==> config.mk <==
export PLATFORM = sky130hd
export DESIGN_NAME = param_fifo
export DESIGN_NICKNAME = d
export VERILOG_FILES = /design/src/rtl/fifo_pkg.sv /design/src/rtl/fifo_ram.sv /design/src/rtl/param_fifo.sv
export SDC_FILE = /design/constraint.sdc
export NUM_CORES = 1
export LEC_CHECK = 0
export BUFFER_PORTS_ARGS = -buffer_cell sky130_fd_sc_hd__buf_2
export CORE_MARGIN = 5
export CORE_UTILIZATION = 55
export DETAILED_ROUTE_END_ITERATION = 7
export HOLD_SLACK_MARGIN = 0.1
export PLACE_DENSITY = 0.83
export SYNTH_ARGS = -nofsm -noshare
export SYNTH_HDL_FRONTEND = slang
export SYNTH_SLANG_ARGS = --single-unit
==> constraint.sdc <==
create_clock -name clk -period 2.4 [get_ports clk]
set_input_delay 0.24 -clock clk [delete_from_list [all_inputs] [get_ports clk]]
set_output_delay 0.24 -clock clk [all_outputs]
set_load 0.01 [all_outputs]
==> src/rtl/fifo_pkg.sv <==
// Shared definitions for the FIFO family: read-mode constants and the
// wrapping pointer increment used by single- and dual-clock variants.
package fifo_pkg;

    localparam int MODE_STD  = 0;
    localparam int MODE_FWFT = 1;

    // Explicit wrap so non-power-of-two depths never rely on binary overflow.
    function automatic int ptr_inc(input int ptr, input int depth);
        return (ptr == depth - 1) ? 0 : ptr + 1;
    endfunction

endpackage : fifo_pkg

==> src/rtl/fifo_ram.sv <==
// DEPTH x DATA_W register array: one synchronous write port and one
// asynchronous read port.
module fifo_ram #(
    parameter int DATA_W = 8,
    parameter int DEPTH  = 4,
    parameter int AW     = $clog2(DEPTH)
) (
    input  logic              clk,
    input  logic              we,
    input  logic [AW-1:0]     waddr,
    input  logic [DATA_W-1:0] wdata,
    input  logic [AW-1:0]     raddr,
    output logic [DATA_W-1:0] rdata
);

    logic [DATA_W-1:0] mem [DEPTH];

    // NOTE: the array has no reset; validity is tracked by the pointers and level,
    // so clearing it would only add a reset net to every storage bit.
    always_ff @(posedge clk) begin
        if (we) begin
            mem[waddr] <= wdata;
        end
    end

    assign rdata = mem[raddr];

endmodule : fifo_ram

==> src/rtl/param_fifo.sv <==
// Parametrised single-clock FIFO with standard or first-word-fall-through
// read, occupancy, threshold flags, synchronous flush and sticky error flags.
module param_fifo
    import fifo_pkg::*;
#(
    parameter int DATA_W    = 8,
    parameter int DEPTH     = 4,
    parameter int FWFT      = MODE_STD,
    parameter int AF_THRESH = DEPTH - 1,
    parameter int AE_THRESH = 1,
    localparam int AW       = $clog2(DEPTH)
) (
    input  logic              clk,
    input  logic              rst_n,
    input  logic              flush,
    input  logic              wr_en,
    input  logic [DATA_W-1:0] din,
    input  logic              rd_en,
    output logic [DATA_W-1:0] dout,
    output logic              empty,
    output logic              full,
    output logic              almost_empty,
    output logic              almost_full,
    output logic [AW:0]       level,
    output logic              overflow,
    output logic              underflow
);

    localparam logic [AW:0] LVL_FULL = (AW + 1)'(DEPTH);
    localparam logic [AW:0] LVL_AF   = (AW + 1)'(AF_THRESH);
    localparam logic [AW:0] LVL_AE   = (AW + 1)'(AE_THRESH);

    logic [AW-1:0]     wr_ptr_q, wr_ptr_d;
    logic [AW-1:0]     rd_ptr_q, rd_ptr_d;
    logic [AW:0]       level_q, level_d;
    logic              ovf_q, ovf_d;
    logic              unf_q, unf_d;
    logic [DATA_W-1:0] dout_q, dout_d;
    logic [DATA_W-1:0] ram_rdata;
    logic              rd_acc, wr_acc;

    assign empty        = (level_q == '0);
    assign full         = (level_q == LVL_FULL);
    assign almost_empty = (level_q <= LVL_AE);
    assign almost_full  = (level_q >= LVL_AF);
    assign level        = level_q;
    assign overflow     = ovf_q;
    assign underflow    = unf_q;

    // A full FIFO still accepts a write when the same edge pops a word.
    assign rd_acc = rd_en && !empty;
    assign wr_acc = wr_en && (!full || rd_acc);

    fifo_ram #(
        .DATA_W(DATA_W),
        .DEPTH (DEPTH),
        .AW    (AW)
    ) u_ram (
        .clk  (clk),
        .we   (wr_acc && !flush),
        .waddr(wr_ptr_q),
        .wdata(din),
        .raddr(rd_ptr_q),
        .rdata(ram_rdata)
    );

    // NOTE: every variable gets its hold value first so no path leaves one
    // unassigned, which would otherwise infer a latch.
    always_comb begin
        wr_ptr_d = wr_ptr_q;
        rd_ptr_d = rd_ptr_q;
        level_d  = level_q;
        ovf_d    = ovf_q;
        unf_d    = unf_q;
        dout_d   = dout_q;
        if (flush) begin
            wr_ptr_d = '0;
            rd_ptr_d = '0;
            level_d  = '0;
            ovf_d    = 1'b0;
            unf_d    = 1'b0;
            dout_d   = '0;
        end else begin
            if (wr_acc) begin
                wr_ptr_d = AW'(ptr_inc(int'(wr_ptr_q), DEPTH));
            end
            if (rd_acc) begin
                rd_ptr_d = AW'(ptr_inc(int'(rd_ptr_q), DEPTH));
                dout_d   = ram_rdata;
            end
            if (wr_acc && !rd_acc) begin
                level_d = level_q + 1'b1;
            end else if (rd_acc && !wr_acc) begin
                level_d = level_q - 1'b1;
            end
            if (wr_en && !wr_acc) begin
                ovf_d = 1'b1;
            end
            if (rd_en && !rd_acc) begin
                unf_d = 1'b1;
            end
        end
    end

    // NOTE: state registers use non-blocking assignments so every register
    // samples pre-edge values regardless of statement order.
    always_ff @(posedge clk or negedge rst_n) begin
        if (!rst_n) begin
            wr_ptr_q <= '0;
            rd_ptr_q <= '0;
            level_q  <= '0;
            ovf_q    <= 1'b0;
            unf_q    <= 1'b0;
            dout_q   <= '0;
        end else begin
            wr_ptr_q <= wr_ptr_d;
            rd_ptr_q <= rd_ptr_d;
            level_q  <= level_d;
            ovf_q    <= ovf_d;
            unf_q    <= unf_d;
            dout_q   <= dout_d;
        end
    end

    // In FWFT mode the head word is shown combinationally from the array.
    assign dout = (FWFT == MODE_FWFT) ? ram_rdata : dout_q;

endmodule : param_fifo

==> flow_summary_export.csv, run 1 <==
group,metric,value,unit
critical_path,required,2.42,ns
power,power.density,903.5,nW/um^2
critical_path,r2r-start,"level[1]$_DFFE_PN0P_",
power,ir_worst_vdd,0.5068,mV
critical_path,arrival,2.21,ns
global_route,antenna_found_initial,0,
cells_and_area,antenna_cells,0,
synth,synth_top_area_share,43.94,%
clock_network,cts_tree,"yes",
cells_and_area,syn_to_final_growth,11.73,%
critical_path,critPathLaunchType,"flop",
detailed_routing,drt_first_pass_iters,4,
sta,period_minus_slack,2.190,ns
synth,synth_edf_count,32,
clock_network,cts.htree.levels,2,
sta,setup_viol,0,
synth,yosys-top-cells-count,"edfxtp_1 (32), dfrtp_1 (17)",
sta,fmax,456.6,MHz
critical_path,path_max_fanout,8,
floorplanning,start_util,55.88,%
min_path,hp-start,"din[2]",
sta,hold_violations,0,
sta,tightest_slew,0.5994,ns
sta,setup_tns,0,ns
synth,ys_warn_count,0,
detailed_routing,vias_per_cell,5.751,
cells_and_area,design_area,2444,sq um
critical_path,critical_path_class,"reg -> reg",
sta,worst_clock_skew,0.01125,ns
synth,synth_seq_cells,49,
synth,synth.most_common_cell,"edfxtp_1",
min_path,hold_depth,1,
floorplanning,ios,30,
sta,rsz0062_at_grt,"false",
synth,synth_flop_cell,"edfxtp_1",
synth,ys_types,34,
sta,relSlewSlack,60.04,%
global_route,grt_usage,18.03,%
floorplanning,core,3914,sq um
synth,syn-cell-area,2187,sq um
sta,maxSlewViolCount,0,
synth,ys_async_sr_fraction,34.69,%
placed_design,dpl_cell_area,2347,sq um
cells_and_area,layout.cells.non_filler,221,
cells_and_area,drive_gt1_share,30.41,%
synth,syn-instance-count,140,
floorplanning,die-width,73.06,um
placed_design,dp.cells,212,
floorplanning,rows,23,
placed_design,place_congestion,0.9116,
clock_network,postCtsSetupBuffers,0,
clock_network,cts_root_buffer,"clkbuf_8",
global_route,grt_max_degree,18,
synth,avgSynthCellArea,15.62,sq um
placed_design,portBuffers,29,
floorplanning,die_area,5338,sq um
detailed_routing,finalWirelength,4203,um
synth,ys_seq_area_share,63.39,%
clock_network,clkTransAtPathRegs,0.09,ns
clock_network,clockBufferDepth,2,
critical_path,cp_slowest_cell,"dfrtp_1",
run,maxCapViolCount,0,
sta,timing.final.crit_share,91.26,%
global_route,grt_pass1_wl,6913,um
synth,syn-num-nets,163,
clock_network,numCtsBuffers,5,
power,leakage,0.001011,uW
detailed_routing,vias,1271,
detailed_routing,post-route-drc-count,0,
clock_network,insertion_delay,0.31,ns
min_path,hold_end,"u_ram.mem[1][2]$_DFFE_PP_",
detailed_routing,detail_route.wl_per_cell,19.02,um
detailed_routing,drtAntennaViolNets,0,
detailed_routing,first_iter_violations,107,
floorplanning,dieHeight,73.06,um
synth,synth_area_leader_cell,"edfxtp_1",
synth,yosys-top-cells-area,"edfxtp_1 (44%), dfrtp_1 (19%), mux4_2 (8.2%)",
critical_path,reg2regPathDepth,6,
global_route,grt_pass1_vias,1342,
critical_path,end_kind,"flop",
clock_network,clock-sinks,49,
status,status,"finished clean",
critical_path,cp-startpoint,"level[1]$_DFFE_PN0P_",
cells_and_area,post-route-util,62.44,%
critical_path,reg2reg_slack,0.21,ns
critical_path,worstReg2RegEnd,"u_ram.mem[1][0]$_DFFE_PP_",
global_route,gr-total-overflow,0,
critical_path,cpPeakStageDelay,0.44,ns
cells_and_area,fin_nets,193,
min_path,hold_path_class,"in -> reg",
critical_path,cp_cell_sequence,"inv_1, ha_1, nand2_1, o21ai_1, nor2_1, and2_1",
placed_design,hpwlAfterDp,3185,um
## cells by family (layout without fill, tap and decap cells)
kind of cell | count (synthesis) | after routing | synth area share [%]
fa+ha+maj | 11 | 11 | 6.236
simple gates | 25 | 25 | 6.980
xor+xnor | 2 | 2 | 0.8011
mux | 9 | 9 | 8.696
compound gates | 27 | 27 | 10.01
flops | 49 | 49 | 63.39
buf+inv | 17 | 48 | 3.891
## routing by layer
| layer | share of wire [%] | up-vias | GRT usage, % |
|---|---|---|---|
| met5 | 0 | - | 0 |
| met3 | 6.5 | 11 | 6.061 |
| met1 | 42 | 627 | 23.52 |
| met2 | 49 | 47 | 27.61 |
| li1 | - | 586 | - |
| met4 | 2.7 | 0 | 7.582 |
## layout by cell type, fill, tap and decap left out, types with 2 or more instances in the layout
master | netlist | layout
a221oi_1 | 2 | 2
mux4_2 | 8 | 8
and2_1 | 4 | 4
a22o_1 | 10 | 10
o21ai_1 | 2 | 2
nor2_1 | 10 | 10
or3_1 | 2 | 2
inv_1 | 10 | 10
clkbuf_8 | 0 | 5
ha_1 | 10 | 10
dfrtp_1 | 17 | 17
a21o_1 | 2 | 2
xnor2_1 | 2 | 2
buf_2 | 2 | 29
edfxtp_1 | 32 | 32
nand2_1 | 2 | 2
a21oi_1 | 5 | 5
## critical path: cells and delay by family, from the launching register on
kind / cells / cell delay, ns
flops: 1 / 0.44
buf+inv: 1 / 0.19
fa+ha+maj: 1 / 0.35
compound gates: 1 / 0.32
simple gates: 3 / 0.59
## state kept, by name (all words and copies together), names as in the netlist
register and count:
wr_ptr_q 2, rd_ptr_q 2, u_ram.mem 32, dout 8, overflow 1, underflow 1, level 3
## power breakdown
part	switching (uW)	internal [uW]	total [uW]	leakage, uW
clock	274	208	482	0.0000456
sequential	105	982	1090	0.000520
combinational	337	301	638	0.000446
total	717	1490	2210	0.00101
## stage by stage
step           power (uW)  setup WS, ns  hold slack, ns
2_1_floorplan        1565        0.5493        -0.05559
6_report             2208        0.2098          0.1595
3_5_place_dp         1748        0.2565          0.1858
3_3_place_gp         1694        0.4213          0.1742
4_1_cts              2224        0.2369          0.1522
5_1_grt              2334       0.07655          0.1498
## repair_timing
action                                 4_1_cts  5_1_grt
hold buffers                                 1        0
gates resized for setup                      0        0
endpoints found under the hold margin       17        0
## area by class of cell
cell class	count	area, sq um
Multi-Input combinational cell	74	715.7
Timing Repair Buffer	30	155.1
Tap cell	50	62.56
Clock inverter	2	13.76
Fill cell	304	1470
Inverter	10	37.54
Clock buffer	6	72.57
Sequential cell	49	1386
## worst max-delay path by stage
stage | endpoint | slack [ns] | cells after the start
after floorplan | u_ram.mem[0][0]$_DFFE_PP_ | 0.55 | 6
after global placement | u_ram.mem[1][3]$_DFFE_PP_ | 0.42 | 6
after detailed placement | u_ram.mem[1][3]$_DFFE_PP_ | 0.26 | 6
after CTS | u_ram.mem[0][1]$_DFFE_PP_ | 0.24 | 6
after global routing | u_ram.mem[1][2]$_DFFE_PP_ | 0.08 | 6
final | u_ram.mem[1][0]$_DFFE_PP_ | 0.21 | 6
(Power assumes the default switching activity.)
==> run 2: changes to the inputs <==
Settings changed: CORE_ASPECT_RATIO set to 1.5, PLACE_DENSITY 0.83 to 0.89.
==> run 2 against run 1 <==
- sequential share of layout area is 0.12 points lower
- via count is 2.0% lower
- count of clock-buffer cells in the layout is 1 lower
- worst hold slack worse by 0.0087 ns
- total power is 0.18% higher
- die area is 0.49% higher
- critical endpoint is now u_ram.mem[1][4]$_DFFE_PP_
- highest routed layer unchanged
==> flow_summary_export.csv, run 2 (same netlist as run 1, synthesis figures left out) <==
group,metric,value,unit
status,status,"finished clean",
detailed_routing,detail_route.wl_per_cell,17.56,um
cells_and_area,final_common_cell,"edfxtp_1",
critical_path,reg2reg_slack,0.23,ns
critical_path,r2r-start,"level[1]$_DFFE_PN0P_",
detailed_routing,drt_first_pass_iters,4,
cells_and_area,fillCellCount,294,
clock_network,cts.htree.levels,2,
clock_network,insertion_delay,0.30,ns
sta,relSlewSlack,62.30,%
min_path,hold_path_class,"in -> reg",
global_route,grt_usage,15.77,%
sta,setup_viol,0,
sta,period_minus_slack,2.173,ns
clock_network,postCtsSetupBuffers,0,
placed_design,portBuffers,29,
floorplanning,rows,28,
global_route,grt_max_degree,19,
floorplanning,start_util,56.24,%
sta,rsz0062_at_grt,"false",
floorplanning,ios,30,
critical_path,path_buf_inv,1,
placed_design,dpl_worst_slack,0.2718,ns
critical_path,critPathLaunchType,"flop",
critical_path,worstReg2RegEnd,"u_ram.mem[1][4]$_DFFE_PP_",
critical_path,required,2.41,ns
detailed_routing,drtAntennaViolNets,0,
power,ir_worst_vdd,0.7569,mV
cells_and_area,largest_register_ffs,32,
clock_network,clockBufferDepth,2,
critical_path,cpPeakStageDelay,0.45,ns
min_path,hold_depth,1,
cells_and_area,syn_to_final_growth,11.96,%
global_route,grt_pass1_vias,1320,
min_path,hold_end,"u_ram.mem[3][1]$_DFFE_PP_",
cells_and_area,regMostFlops,"u_ram.mem",
power,power.density,903.2,nW/um^2
cells_and_area,most-common-layout-cells,"edfxtp_1 (32), buf_2 (29), dfrtp_1 (17)",
clock_network,clock-sinks,49,
placed_design,place_congestion,0.8233,
sta,setup_tns,0,ns
floorplanning,die_area,5364,sq um
detailed_routing,post-route-drc-count,0,
cells_and_area,antenna_cells,0,
critical_path,worst-path-stages,6,
sta,maxSlewViolCount,0,
critical_path,reg2regPathDepth,6,
clock_network,cts_resized,0,
clock_network,numCtsBuffers,5,
run,maxCapViolCount,0,
min_path,hp-start,"din[1]",
global_route,grt_pass1_wl,6065,um
floorplanning,die-width,61.49,um
detailed_routing,vias_per_cell,5.764,
sta,hold_violations,0,
global_route,antenna_found_initial,0,
sta,finalWorstSetupSlack,0.2273,ns
critical_path,path_max_fanout,8,
global_route,gr-total-overflow,0,
detailed_routing,first_iter_violations,59,
critical_path,arrival,2.19,ns
critical_path,cp_slowest_cell,"dfrtp_1",
cells_and_area,area.sequential,1386,sq um
critical_path,path_delay_family,"simple AND/OR/NAND/NOR gates",
critical_path,critical_path_class,"reg -> reg",
sta,timing.final.crit_share,90.53,%
floorplanning,dieHeight,87.23,um
clock_network,cts_root_buffer,"clkbuf_8",
detailed_routing,vias,1245,
sta,worst_clock_skew,0.004957,ns
clock_network,clkTransAtPathRegs,0.10,ns
power,leakage,0.001017,uW
detailed_routing,finalWirelength,3793,um
cells_and_area,fin_nets,193,
sta,tightest_slew,0.5655,ns
critical_path,end_kind,"flop",
clock_network,cts_tree,"yes",
critical_path,cp_cell_sequence,"inv_1, ha_1, nand2_1, o21ai_1, nor2_1, and2_1",
floorplanning,core,3889,sq um
cells_and_area,multiInputGateArea,715.7,sq um
placed_design,hpwlAfterDp,2886,um
sta,fmax,460.3,MHz
cells_and_area,drive_gt1_share,30.99,%
==> run 2: cell types whose count changed in the layout (fill, tap and decap cells not counted), sizes merged <==
cell	change
clkinv	-1
clkbuf	-1
inv	+2
==> run 2: how the worst max path moves through the flow <==
stage | start | to | slack [ns]
2_1_floorplan | level[1]$_DFFE_PN0P_ | u_ram.mem[0][0]$_DFFE_PP_ | 0.55
3_3_place_gp | level[1]$_DFFE_PN0P_ | u_ram.mem[3][2]$_DFFE_PP_ | 0.42
3_5_place_dp | level[1]$_DFFE_PN0P_ | u_ram.mem[3][2]$_DFFE_PP_ | 0.27
4_1_cts | level[1]$_DFFE_PN0P_ | u_ram.mem[1][4]$_DFFE_PP_ | 0.23
5_1_grt | level[1]$_DFFE_PN0P_ | u_ram.mem[1][1]$_DFFE_PP_ | 0.04
6_report | level[1]$_DFFE_PN0P_ | u_ram.mem[1][4]$_DFFE_PP_ | 0.23
==> run 2: worst reg2reg max path: cells and delay by family (launching register included) <==
family	cells	cell delay (ns)
AND/OR/NAND/NOR	3	0.59
flip-flops	1	0.45
adder cells (fa/ha/maj)	1	0.36
AO/OA/AOI/OAI	1	0.30
buffers and inverters	1	0.19
==> run 2: cell type report <==
| type | instances | area share [%] |
|---|---|---|
| clock buffer | 5 | 2.810 |
| clock inverter | 3 | 1.175 |
| inverter | 10 | 1.533 |
| multi-input combinational | 74 | 29.23 |
| sequential | 49 | 56.62 |
| tap | 45 | 2.299 |
| timing repair buffer | 30 | 6.336 |
==> run 2: what timing repair did <==
action	CTS	global route
endpoints found under the hold margin	17	0
endpoints found under the setup margin	0	0
hold buffers	1	0
==> run 2: metal layers <==
metal  global-route usage, %  part of all wire, %  up-vias
li1                        -                    -      584
met1                   19.29                   38      611
met2                   26.60                   54       45
met3                   4.154                  7.0        5
met4                   5.019                  1.2        0
met5                       0                    0        -
==> run 2: stage by stage <==
stage	utilization (%)	total power (uW)	cell area, sq um	instances	hold slack, ns
floorplan	-	1565	2187	140	-0.05559
global placement	60.20	1690	2341	207	0.1708
detailed placement	60.20	1733	2341	207	0.1796
CTS	62.97	2239	2449	216	0.1492
global route	62.97	2340	2449	216	0.1378
finish	62.97	2212	2449	216	0.1509
==> run 2: report_power, final <==
part	total, uW	switching (uW)	leakage (uW)	internal, uW
registers	1080	102	0.000520	982
clock network	504	284	0.0000511	220
logic	623	323	0.000446	301
==> run 3: changes to the inputs <==
Settings changed: ABC_AREA set to 1.
==> run 3 against run 2 <==
- sequential share of layout area fell by 0.85 points
- die area fell by 1.2%
- largest power group unchanged
- flip-flop and latch count did not move
- critical path depth rose by 1
- first-iteration DRC count did not move
- critical path type unchanged
- sequential power barely moved
- worst hold slack improved by 0.0044 ns
==> flow_summary_export.csv, run 3 <==
group,metric,value,unit
cells_and_area,regMostFlops,"u_ram.mem",
critical_path,arrival,1.89,ns
sta,period_minus_slack,1.865,ns
global_route,grt_pass1_wl,6534,um
clock_network,cts_resized,0,
cells_and_area,post-route-util,63.93,%
synth,synth.most_common_cell,"nand2_1",
floorplanning,dieHeight,86.70,um
clock_network,clkTransAtPathRegs,0.09,ns
cells_and_area,syn_to_final_growth,15.26,%
critical_path,path_max_fanout,8,
clock_network,clock-sinks,49,
global_route,grt_usage,16.76,%
detailed_routing,finalWirelength,3912,um
min_path,hold_path_class,"in -> reg",
synth,synth_flop_cell,"edfxtp_1",
clock_network,cts.htree.levels,2,
detailed_routing,detail_route.wl_per_cell,13.92,um
cells_and_area,antenna_cells,0,
synth,syn-cell-area,2157,sq um
global_route,antenna_found_initial,0,
floorplanning,rows,28,
cells_and_area,final_common_cell,"nand2_1",
detailed_routing,drt_first_pass_iters,4,
floorplanning,start_util,55.47,%
global_route,gr-total-overflow,0,
synth,syn-instance-count,196,
sta,tightest_slew,0.4202,ns
sta,rsz0062_at_grt,"false",
clock_network,insertion_delay,0.30,ns
synth,ys_types,24,
power,leakage,0.001137,uW
power,total_power,2382,uW
status,status,"finished clean",
clock_network,cts_root_buffer,"clkbuf_8",
cells_and_area,fin_nets,258,
cells_and_area,largest_register_ffs,32,
clock_network,postCtsSetupBuffers,0,
global_route,use_met1,19.52,%
synth,syn-num-nets,219,
sta,hold_violations,0,
synth,ys_warn_count,0,
detailed_routing,drtAntennaViolNets,0,
sta,timing.final.crit_share,77.72,%
power,power.density,958.1,nW/um^2
run,maxCapViolCount,0,
critical_path,reg2regPathDepth,7,
floorplanning,core,3889,sq um
sta,worst_clock_skew,0.004279,ns
floorplanning,die_area,5300,sq um
global_route,met2_usage,28.90,%
placed_design,place_congestion,0.8314,
global_route,grt_pass1_vias,1437,
detailed_routing,first_iter_violations,59,
synth,synth_top_area_share,44.55,%
sta,relSlewSlack,71.96,%
sta,setup_tns,0,ns
placed_design,portBuffers,29,
global_route,grtUsageMet3,3.726,%
clock_network,numCtsBuffers,5,
synth,yosys-top-cells-area,"edfxtp_1 (45%), dfrtp_1 (20%), nand2_1 (7.5%)",
detailed_routing,vias_per_cell,5.199,
clock_network,clockBufferDepth,2,
critical_path,critPathLaunchType,"flop",
detailed_routing,vias,1461,
sta,fmax,536.1,MHz
cells_and_area,most-common-layout-cells,"nand2_1 (43), edfxtp_1 (32), buf_2 (29), nor2_1 (24), o21ai_0 (19)",
critical_path,required,2.42,ns
global_route,grt_max_degree,20,
sta,maxSlewViolCount,0,
cells_and_area,fillCellCount,315,
placed_design,hpwlAfterDp,2943,um
min_path,hold_depth,1,
synth,synth_seq_cells,49,
synth,yosys-top-cells-count,"nand2_1 (43), edfxtp_1 (32), nor2_1 (24), o21ai_0 (19)",
synth,synth_area_leader_cell,"edfxtp_1",
clock_network,cts_tree,"yes",
global_route,top_usage_layer,"met2",
power,ir_worst_vdd,0.8143,mV
floorplanning,die-width,61.14,um
floorplanning,ios,30,
synth,ys_async_sr_fraction,34.69,%
critical_path,end_kind,"flop",
synth,avgSynthCellArea,11.01,sq um
cells_and_area,drive_gt1_share,22.03,%
critical_path,critical_path_class,"reg -> reg",
detailed_routing,post-route-drc-count,0,
sta,setup_viol,0,
synth,ys_seq_area_share,64.27,%
synth,synth_edf_count,32,
-- run 3: stage by stage --
stage / hold slack (ns) / setup slack, ns / cells / cell area, sq um
final: 0.1552 / 0.5348 / 281 / 2486
after global routing: 0.1436 / 0.3864 / 281 / 2486
after CTS: 0.1479 / 0.5176 / 281 / 2486
after detailed placement: 0.1844 / 0.5329 / 272 / 2379
after global placement: 0.1759 / 0.5828 / 272 / 2379
after floorplan: -0.05559 / 0.3982 / 196 / 2157
-- run 3: worst paths after layout --
kind,slack [ns],end,from
min,0.16,u_ram.mem[1][7]$_DFFE_PP_,din[7]
max,0.53,u_ram.mem[3][0]$_DFFE_PP_,level[0]$_DFFE_PN0P_
min reg2reg,0.48,dout[4]$_DFFE_PN0P_,dout[4]$_DFFE_PN0P_
min in group asynchronous,0.37,overflow$_DFFE_PN0P_,rst_n
max in group asynchronous,1.76,level[0]$_DFFE_PN0P_,rst_n
max reg2reg,0.53,u_ram.mem[3][0]$_DFFE_PP_,level[0]$_DFFE_PN0P_
-- run 3: layout make-up --
cell class                      count  area, sq um  area share [%]
Inverter                           20        75.07           3.020
Clock buffer                        5        68.82           2.768
Tap cell                           45        56.30           2.265
Sequential cell                    49         1386           55.76
Timing Repair Buffer               35        192.7           7.750
Multi-Input combinational cell    124        678.2           27.28
Clock inverter                      3        28.78           1.158
-- run 3: report_power, final --
| part | internal (uW) | switching [uW] | total [uW] |
|---|---|---|---|
| combinational | 289 | 496 | 785 |
| clock | 218 | 289 | 507 |
| sequential | 1020 | 71.7 | 1090 |
| total | 1520 | 857 | 2380 |
-- run 3: repair_timing --
action,in CTS,in global routing
hold endpoints to repair,17,0
setup endpoints to repair,0,0
hold buffers,1,0
-- run 3: metal layers --
metal	vias up	routed length, um	share of wire, %
met2	46	2020	52
met1	673	1593	41
li1	736	-	-
met4	0	72	1.8
met5	-	0	0
met3	6	226	5.8
-- run 3: logic make-up (layout without fill, tap and decap cells) --
family | count (synthesis) | count (layout) | synth area share [%]
AOI/OAI and AO/OA | 34 | 34 | 8.701
xor gates and xnor gates | 1 | 1 | 0.4061
and+or+nand+nor | 79 | 79 | 16.53
adders and majority gates | 10 | 10 | 5.800
buffers and inverters | 23 | 63 | 4.292
DFF | 49 | 49 | 64.27
-- run 3: worst max-delay path: stages (launching register included) --
cell and delay [ns]:
dfrtp_1 0.41, inv_1 0.12, ha_1 0.26, nand2_2 0.13
o21ai_1 0.09, or2_1 0.28, nor2_1 0.11, buf_4 0.18
